===== src/rtl/shift_sequencer_right.sv =====
// Multi-cycle right shifter: a STEP-bit fixed shifter plus a remaining-count register.
// Optional macro SHIFT_SEQUENCER_RIGHT_ABORT_EN adds an abort input that cancels BUSY/DONE.
module shift_sequencer_right #(
   parameter int  WIDTH     = 8,
   parameter int  STEP      = 1,
   parameter bit  PAD_VALUE = 1'b0,
   localparam int AMOUNT_WIDTH = $clog2(WIDTH + 1)
) (
   input  logic                    clock,
   input  logic                    resetn,
   input  logic                    in_valid,
   output logic                    in_ready,
   input  logic [WIDTH-1:0]        in_data,
   input  logic [AMOUNT_WIDTH-1:0] in_amount,
   output logic                    out_valid,
   input  logic                    out_ready,
   output logic [WIDTH-1:0]        out_data,
   output logic                    busy,
`ifdef SHIFT_SEQUENCER_RIGHT_ABORT_EN
   input  logic                    abort,
`endif
   output logic [1:0]              dbg_state
);

   // Handshakes: a transfer happens on a rising edge where valid && ready;
   // the producer holds valid and data stable until that edge.

   typedef enum logic [1:0] {
      IDLE = 2'd0,
      BUSY = 2'd1,
      DONE = 2'd2
   } state_t;

   localparam logic [AMOUNT_WIDTH-1:0] STEP_A  = AMOUNT_WIDTH'(STEP);
   localparam logic [AMOUNT_WIDTH-1:0] WIDTH_A = AMOUNT_WIDTH'(WIDTH);

   state_t                  state_q, state_d;
   logic [WIDTH-1:0]        data_q, data_d;
   logic [AMOUNT_WIDTH-1:0] remaining_q, remaining_d;
   logic [AMOUNT_WIDTH-1:0] step_amt;
   logic [AMOUNT_WIDTH-1:0] clamped_amount;
   logic                    abort_hit;

   function automatic logic [WIDTH-1:0] pad_shift(input logic [WIDTH-1:0]        v,
                                                  input logic [AMOUNT_WIDTH-1:0] amt);
      logic [WIDTH-1:0] fill;
      fill = ~({WIDTH{1'b1}} >> amt);
      return PAD_VALUE ? ((v >> amt) | fill) : (v >> amt);
   endfunction

`ifdef SHIFT_SEQUENCER_RIGHT_ABORT_EN
   assign abort_hit = abort && (state_q != IDLE);
`else
   assign abort_hit = 1'b0;
`endif

   assign clamped_amount = (in_amount > WIDTH_A) ? WIDTH_A : in_amount;
   // The last step consumes whatever is left, which may be smaller than STEP.
   assign step_amt       = (remaining_q > STEP_A) ? STEP_A : remaining_q;

   always_ff @(posedge clock) begin
      if (!resetn) begin
         state_q     <= IDLE;
         data_q      <= '0;
         remaining_q <= '0;
      end else begin
         state_q     <= state_d;
         data_q      <= data_d;
         remaining_q <= remaining_d;
      end
   end

   always_comb begin
      state_d     = state_q;
      data_d      = data_q;
      remaining_d = remaining_q;
      case (state_q)
         IDLE: begin
            if (in_valid) begin
               data_d      = in_data;
               remaining_d = clamped_amount;
               state_d     = (clamped_amount == '0) ? DONE : BUSY;
            end
         end
         BUSY: begin
            data_d      = pad_shift(data_q, step_amt);
            remaining_d = remaining_q - step_amt;
            if (remaining_q <= STEP_A) state_d = DONE;
         end
         DONE: begin
            if (out_ready) state_d = IDLE;
         end
         default: state_d = IDLE;
      endcase
      // Abort wins over both the shift step and a simultaneous output handshake.
      if (abort_hit) begin
         state_d     = IDLE;
         data_d      = data_q;
         remaining_d = '0;
      end
   end

   assign in_ready  = (state_q == IDLE);
   assign out_valid = (state_q == DONE);
   assign busy      = (state_q != IDLE);
   assign out_data  = data_q;
   assign dbg_state = state_q;

endmodule

===== config.mk =====
export PLATFORM = sky130hd
export DESIGN_NAME = shift_sequencer_right
export DESIGN_NICKNAME = d
export VERILOG_FILES = /design/src/rtl/shift_sequencer_right.sv
export SDC_FILE = /design/constraint.sdc
export NUM_CORES = 1
export LEC_CHECK = 0
export CORE_UTILIZATION = 43
export DETAILED_ROUTE_END_ITERATION = 7
export PLACE_DENSITY_LB_ADDON = 0.25
export SLEW_MARGIN = 10
export SYNTH_ARGS = -nofsm -noshare
export SYNTH_HDL_FRONTEND = slang
export SYNTH_SLANG_ARGS = --single-unit

===== constraint.sdc =====
create_clock -name clock -period 2.04 [get_ports clock]
set_clock_uncertainty 0.1 [all_clocks]
set_input_delay 0.408 -clock clock [delete_from_list [all_inputs] [get_ports clock]]
set_output_delay 0.408 -clock clock [all_outputs]
set_load 0.02 [all_outputs]

# Word level (Yosys, flattened, before mapping)
# Index checks and enable logic that the tools add are counted.
[op_classes] addsub=1 n_lt_le_gt_ge=3 eq_ne=5 shifts=1 n_mux=11 n_reduce_logical=6
[ops] cell="8-bit case mux with 2 select lines" count=1
[ops] cell="4-bit two-way mux" count=3
[ops] cell="2-bit two-way mux" count=4
[ops] cell="8-bit two-way mux" count=1
[ops] cell="4-bit case mux with 2 select lines" count=1
[ops] cell="8-bit by 4-bit right shift with 8-bit output" count=1
[ops] cell="2-bit case mux with 3 select lines" count=1
[ops] cell="4-bit by 1-bit > comparator with 1-bit output, second input constant" count=1
[ops] cell="4-bit > comparator, second input constant" count=1
[ops] cell="4-bit by 1-bit less-or-equal comparator with 1-bit output, second input constant" count=1
[ops] cell="4-bit zero test" count=1
[ops] cell="2-bit inequality test, second input constant" count=2
[ops] cell="2-bit nonzero test" count=2
[ops] cell="4-bit subtractor" count=1
[ops] cell="3-bit AND reduction" count=1
[ops] cell="2-bit by 1-bit equality test with 1-bit output, second input constant" count=1
[ops] cell="2-bit equality test, second input constant" count=1
[ops] cell="2-bit zero test" count=1
[ops] cell="2-bit by 1-bit inequality test with 1-bit output, second input constant" count=1
[ops] cell="2-bit AND reduction" count=1
[word_totals] reg_bits=14 in_bits=16 out_inout_bits=13 word_cells=30

# Longest topological paths before layout
# Gate-level depths: netlist (run 1).
[depth] depth_word=6 depth_mapped=7 mapped_depth_nobuf=7

# Worst setup path before layout (run 1)
# OpenSTA, ideal clock, no wires.
[synth_path] path_type="reg-to-output" startpoint="register state_q[0], in the netlist dbg_state[0]" endpoint="output in_ready" t_arrival_ns=1.097 required_ns=1.532 path_slack_ns=0.435 stages_incl_launch_ff=4 path_buffers=1 cell_sequence="dfxtp_1 buf_2 or2_2 inv_1"
[synth_via] elab_chain_len=1
[synth_lines] element="start, declared" line="37" text="state_t state_q, state_d;"
[synth_lines] element="start signal, assigned" line="67" text="state_q <= state_d;"
[synth_lines] element="2-bit zero test" line="103" text="assign in_ready = (state_q == IDLE);"
[synth_lines] element="end, declared" line="12" text="output logic in_ready,"
# Every way passes these cells.

# Final worst setup path (run 1)
[layout_path] startpoint="register state_q[1], in the netlist dbg_state[1]" endpoint="output busy"
[layout_via] elab_chain_len=1
[layout_lines] element="2-bit nonzero test" line="105" text="assign busy = (state_q != IDLE);"
[layout_lines] element="end, declared" line="18" text="output logic busy,"
# Every way passes these cells.

==> results.py, run 1 <==
metrics = {
    "timing": {
        "tns_ps": 0,
        "rsz0062_at_grt": "no",
        "worstMarginPinSlew_ps": 519,
        "fmax_mhz": 507,
        "fin_crit_ps": 1970,
        "setup_viol": 0,
        "drv_slew": 0,
        "hold_ws_ps": 425,
        "hold_viol_final": 0,
        "finalCritPeriodShare": 0.967,
        "slew_headroom": 0.653,
    },
    "finish": {
        "regArea_um2": 280,
        "synthToLayoutAreaGrowth_pct": 42.6,
        "multi_input_comb_area_um2": 472,
        "instances_no_fill": 138,
        "final_layout_size_suffix_gt1_frac": 0.124,
        "final_common_cell": "clkdlybuf4s50_1",
        "fin_util": 0.659,
        "antenna_cells": 0,
        "final_cell_mix": "clkdlybuf4s50_1 (26), dfxtp_1 (14), o21a_1 (7), o221a_1 (6)",
        "num-fill-cells": 159,
        "nets": 132,
    },
    "logic_synthesis": {
        "ys.warnings.count": 0,
        "synth_flop_cell": "dfxtp_1",
        "syn_nets": 100,
        "synth_cells": 82,
        "synthArstFlopShare": 0,
        "synth.yosys.seq_area_share": 0.351,
        "synth_edf_count": 0,
        "avgSynthCellArea_um2": 9.73,
        "yosysUniqueCellTypes": 39,
        "synth-seq-cells": 14,
        "netlist_area_um2": 798,
    },
    "placement": {
        "port_buffers": 28,
        "hpwl_mm": 1.22,
        "place_inst": 134,
        "place_congestion": 0.824,
    },
    "critical_path": {
        "rr_startpoint": "remaining_q[3]",
        "slowest_stage": "clkdlybuf4s50_1",
        "crit_chain": "or2_2 -> clkdlybuf4s50_1",
        "path_class": "register to primary output",
        "worstPathMaxFanout": 4,
        "cp.arrival_ps": 1460,
        "worstSetupEndpointType": "primary output",
        "crit_start": "dbg_state[1]",
        "required_ps": 1530,
        "cpPeakStageDelay_ps": 540,
        "start_kind": "register",
    },
    "grt": {
        "grt_pass1_vias": 652,
        "grt_pass1_wl_mm": 2.81,
        "grt_overflow_total": 0,
        "antenna_found_initial": 0,
        "grt_max_degree": 16,
        "grt_usage": 0.189,
    },
    "pwr": {
        "power_density_nw_per_um2": 859,
        "p_sw_frac": 0.349,
        "ir_drop_mv": 0.496,
        "p_int_w": 0.000636,
        "p_leak_nw": 0.434,
        "finalPower_w": 0.000978,
        "seqPwrFrac": 0.371,
        "comb_power_share": 0.420,
        "pwr-share-clk": 0.209,
        "switchingPower_w": 0.000342,
    },
    "clock_network": {
        "clk_pin_slew_ps": 90,
        "clkSinkCount": 14,
        "cts_buffers": 3,
        "cts_tree": "built",
        "insertion_delay_ps": 290,
        "cts_max_level": 1,
        "cts_setup_buffers": 0,
        "cts_root_buf": "clkbuf_4",
        "cts_max_path_buffers": 2,
    },
    "drt": {
        "wl_mm": 1.71,
        "dr.pass1.iters": 4,
        "drtIter0Drc": 7,
        "wl_per_cell_um": 12.4,
        "via_count": 747,
        "viasPerCell": 5.41,
        "ant_nets": 0,
        "drcViolationCount": 0,
    },
    "floorplan": {
        "die_area_um2": 2030,
        "die_h_um": 45.1,
        "rows": 15,
        "core_um2": 1730,
        "initial_core_util": 0.462,
        "die_x_um": 45.1,
        "ios": 29,
    },
    "min_path": {
        "worstHoldPathType": "register to register",
        "hold_start": "out_data[7]",
    },
    "job": {
        "cap_violations": 0,
    },
    "outcome": {
        "status": "finished, final reports clean",
    },
}
-- routing by layer --
metal / vias up / track usage / part of all wire / routed length, um
met3: 5 / 0.0640 / 0.066 / 112
met1: 341 / 0.233 / 0.46 / 790
met5: - / 0 / 0 / 0
met4: 0 / 0.0545 / 0.012 / 21
li1: 374 / - / - / -
met2: 27 / 0.310 / 0.46 / 782
-- stage by stage --
step                      instance area [um^2]  worst slack [ps]
after CTS                                 1140              15.9
after detailed placement                  1100              48.6
after floorplan                            798               435
after global routing                      1140              15.8
after global placement                    1100              67.5
final                                     1140              68.2
-- cell families (layout without fill, tap and decap cells) --
| kind of cell | count (synthesis) | in the layout | share of synthesized area |
|---|---|---|---|
| simple gates | 26 | 26 | 0.229 |
| fa+ha+maj | 2 | 2 | 0.0313 |
| flops | 14 | 14 | 0.351 |
| mux | 1 | 1 | 0.0125 |
| compound gates | 31 | 31 | 0.318 |
| buf+inv | 8 | 39 | 0.0580 |
-- final timing paths --
check                   end  slack [ps]  cells after the start
max                    busy          70                      2
min reg2reg     out_data[7]         430                      2
max reg2reg  remaining_q[2]         310                      6
min             out_data[7]         430                      2
-- synthesized netlist by cell type (3+ instances only) --
master   number  area [um^2]
dfxtp_1      14          280
o21a_1        7         52.6
o221a_1       6         67.6
inv_1         4         15.0
o21ai_0       4         20.0
a21oi_1       3         15.0
nand2_1       3         11.3
nand3_1       3         15.0
-- repair_timing --
item,4_1_cts,5_1_grt
setup endpoints to repair,1,1
gates resized for setup,1,1
hold buffers,0,0
-- layout make-up --
| cell class | count | share of cell area |
|---|---|---|
| flip-flops and latches | 14 | 0.246 |
| clock buffers | 4 | 0.0319 |
| multi-input cells | 60 | 0.414 |
| repair buffers | 31 | 0.267 |
| well taps | 25 | 0.0275 |
| inverters | 4 | 0.0132 |
-- critical path: cells and delay by family, from the launching register on --
family	cells	cell delay, ps
flops	1	340
buf+inv	1	540
simple gates	1	300
-- power by group through the flow --
stage | registers (W) | clock network, W | logic [W]
final | 0.000362 | 0.000205 | 0.000411
after global routing | 0.000369 | 0.000225 | 0.000445
after CTS | 0.000362 | 0.000211 | 0.000412
after detailed placement | 0.000368 | 0 | 0.000414
after global placement | 0.000367 | 0 | 0.000409
after floorplan | 0.000406 | 0 | 0.000226
-- sequential cells by signal (all words and copies together), names as in the netlist --
register and cells:
remaining_q 4, out_data 8, dbg_state 2
Note: power is estimated with default switching activity, not from simulation.
==> run 2, diff against run 1 <==
--- a/config.mk
+++ b/config.mk
@@ -6,8 +6,10 @@
 export NUM_CORES = 1
 export LEC_CHECK = 0
 export CORE_UTILIZATION = 43
+export CTS_CLUSTER_SIZE = 16
 export DETAILED_ROUTE_END_ITERATION = 7
 export PLACE_DENSITY_LB_ADDON = 0.25
+export REMOVE_ABC_BUFFERS = 1
 export SLEW_MARGIN = 10
 export SYNTH_ARGS = -nofsm -noshare
 export SYNTH_HDL_FRONTEND = slang
==> results.py, run 2 (synthesis gave the netlist of run 1 again) <==
metrics = {
    "critical_path": {
        "required_ps": 1530,
        "critPathBufInv": 2,
        "cp.arrival_ps": 1410,
        "crit_chain": "buf_4 -> clkdlybuf4s50_1",
        "slowest_stage": "clkdlybuf4s50_1",
        "start_kind": "register",
        "critical_path.top_delay_family": "buffers and inverters",
        "cpPeakStageDelay_ps": 620,
        "path_class": "register to primary output",
        "worstSetupEndpointType": "primary output",
        "worstPathMaxFanout": 12,
    },
    "clock_network": {
        "postCtsHoldBufs": 0,
        "cts_max_path_buffers": 2,
        "clkSinkCount": 14,
        "clk_pin_slew_ps": 90,
        "cts_resized": 3,
        "cts_max_level": 1,
        "cts_root_buf": "clkbuf_4",
        "cts_buffers": 3,
        "cts_tree": "built",
        "cts_setup_buffers": 0,
        "insertion_delay_ps": 280,
    },
    "placement": {
        "port_buffers": 28,
        "hpwl_mm": 1.37,
        "place_congestion": 0.751,
        "pre_cts_ws_ps": 37.0,
        "place_area_um2": 1090,
    },
    "floorplan": {
        "core_um2": 1730,
        "rows": 15,
        "initial_core_util": 0.462,
        "ios": 29,
        "die_area_um2": 2030,
        "die_h_um": 45.1,
        "die_x_um": 45.1,
    },
    "finish": {
        "final_layout_size_suffix_gt1_frac": 0.125,
        "final_cell_mix": "clkdlybuf4s50_1 (25), dfxtp_1 (13), o21a_1 (7), o221a_1 (6)",
        "largest_reg_flops": 8,
        "antenna_cells": 0,
        "synthToLayoutAreaGrowth_pct": 41.7,
        "fin_area_um2": 1130,
        "nets": 131,
        "num-fill-cells": 170,
        "final_common_cell": "clkdlybuf4s50_1",
    },
    "timing": {
        "tns_ps": 0,
        "rsz0062_at_grt": "no",
        "setup_viol": 0,
        "fin_crit_ps": 1910,
        "finalCritPeriodShare": 0.938,
        "slew_headroom": 0.640,
        "setup_slack_ps": 127,
        "worstMarginPinSlew_ps": 538,
        "drv_slew": 0,
        "hold_ws_ps": 438,
        "hold_viol_final": 0,
        "fmax_mhz": 523,
    },
    "grt": {
        "grt_pass1_vias": 658,
        "antenna_found_initial": 0,
        "grt_usage": 0.205,
        "grt_overflow_total": 0,
        "grt_pass1_wl_mm": 2.95,
        "grt_max_degree": 16,
    },
    "drt": {
        "via_count": 759,
        "wl_mm": 1.94,
        "wl_per_cell_um": 14.2,
        "viasPerCell": 5.54,
        "ant_nets": 0,
        "drcViolationCount": 0,
        "dr_wl_met3_um": 97,
        "dr.max_layer_used": "met4",
        "drt-met1-wl_um": 886,
        "drtIter0Drc": 32,
        "dr.pass1.iters": 4,
        "wl_met2_um": 948,
    },
    "pwr": {
        "pwr-share-clk": 0.210,
        "p_leak_nw": 0.429,
        "p_sw_frac": 0.358,
        "comb_power_share": 0.419,
        "p_int_w": 0.000633,
        "finalPower_w": 0.000986,
        "seqPwrFrac": 0.371,
        "switchingPower_w": 0.000353,
        "ir_drop_mv": 0.437,
        "power_density_nw_per_um2": 872,
    },
    "outcome": {
        "status": "finished, final reports clean",
    },
    "job": {
        "cap_violations": 0,
    },
    "min_path": {
        "worstHoldPathType": "register to register",
    },
}
==> run 2: final cells by class <==
class / count / area (um^2) / area share
multi-input cells: 60 / 472 / 0.417
repair buffers: 30 / 295 / 0.261
flip-flops and latches: 14 / 282 / 0.249
clock buffers: 4 / 36.3 / 0.0321
well taps: 25 / 31.3 / 0.0277
inverters: 4 / 15.0 / 0.0133
==> run 2: worst register-to-register path, cell delays in order (launching register included) <==
cell and delay, ps:
dfxtp_1 360, nor3_1 420, or2_2 210, inv_1 40, ha_1 190, a311oi_1 280, a211oi_1 80
==> run 2: power groups by stage <==
stage / logic, W / clock network [W] / registers [W]
6_report: 0.000414 / 0.000207 / 0.000365
5_1_grt: 0.000444 / 0.000226 / 0.000373
4_1_cts: 0.000416 / 0.000213 / 0.000364
3_5_place_dp: 0.000417 / 0 / 0.000370
3_3_place_gp: 0.000407 / 0 / 0.000368
2_1_floorplan: 0.000202 / 0 / 0.000410
==> run 2: routing by layer <==
| layer | global-route usage | vias to the layer above |
|---|---|---|
| met2 | 0.316 | 30 |
| met4 | 0.109 | 0 |
| met3 | 0.0400 | 2 |
| met5 | 0 | - |
| met1 | 0.268 | 350 |
| li1 | - | 377 |
==> run 2: through the flow <==
| step | util | instances |
|---|---|---|
| global route | 0.655 | 137 |
| global placement | 0.633 | 133 |
| floorplan | - | 78 |
| detailed placement | 0.633 | 133 |
| finish | 0.655 | 137 |
| CTS | 0.654 | 137 |
==> run 2: path summary, 6_finish.rpt <==
kind / from / end / slack (ps) / depth (start not counted)
worst min-delay path: out_data[7] / out_data[7] / 440 / 2
worst max register to register: remaining_q[3] / remaining_q[2] / 250 / 6
worst max-delay path: dbg_state[0] / dbg_state[0] / 130 / 2
worst min register to register: out_data[7] / out_data[7] / 440 / 2
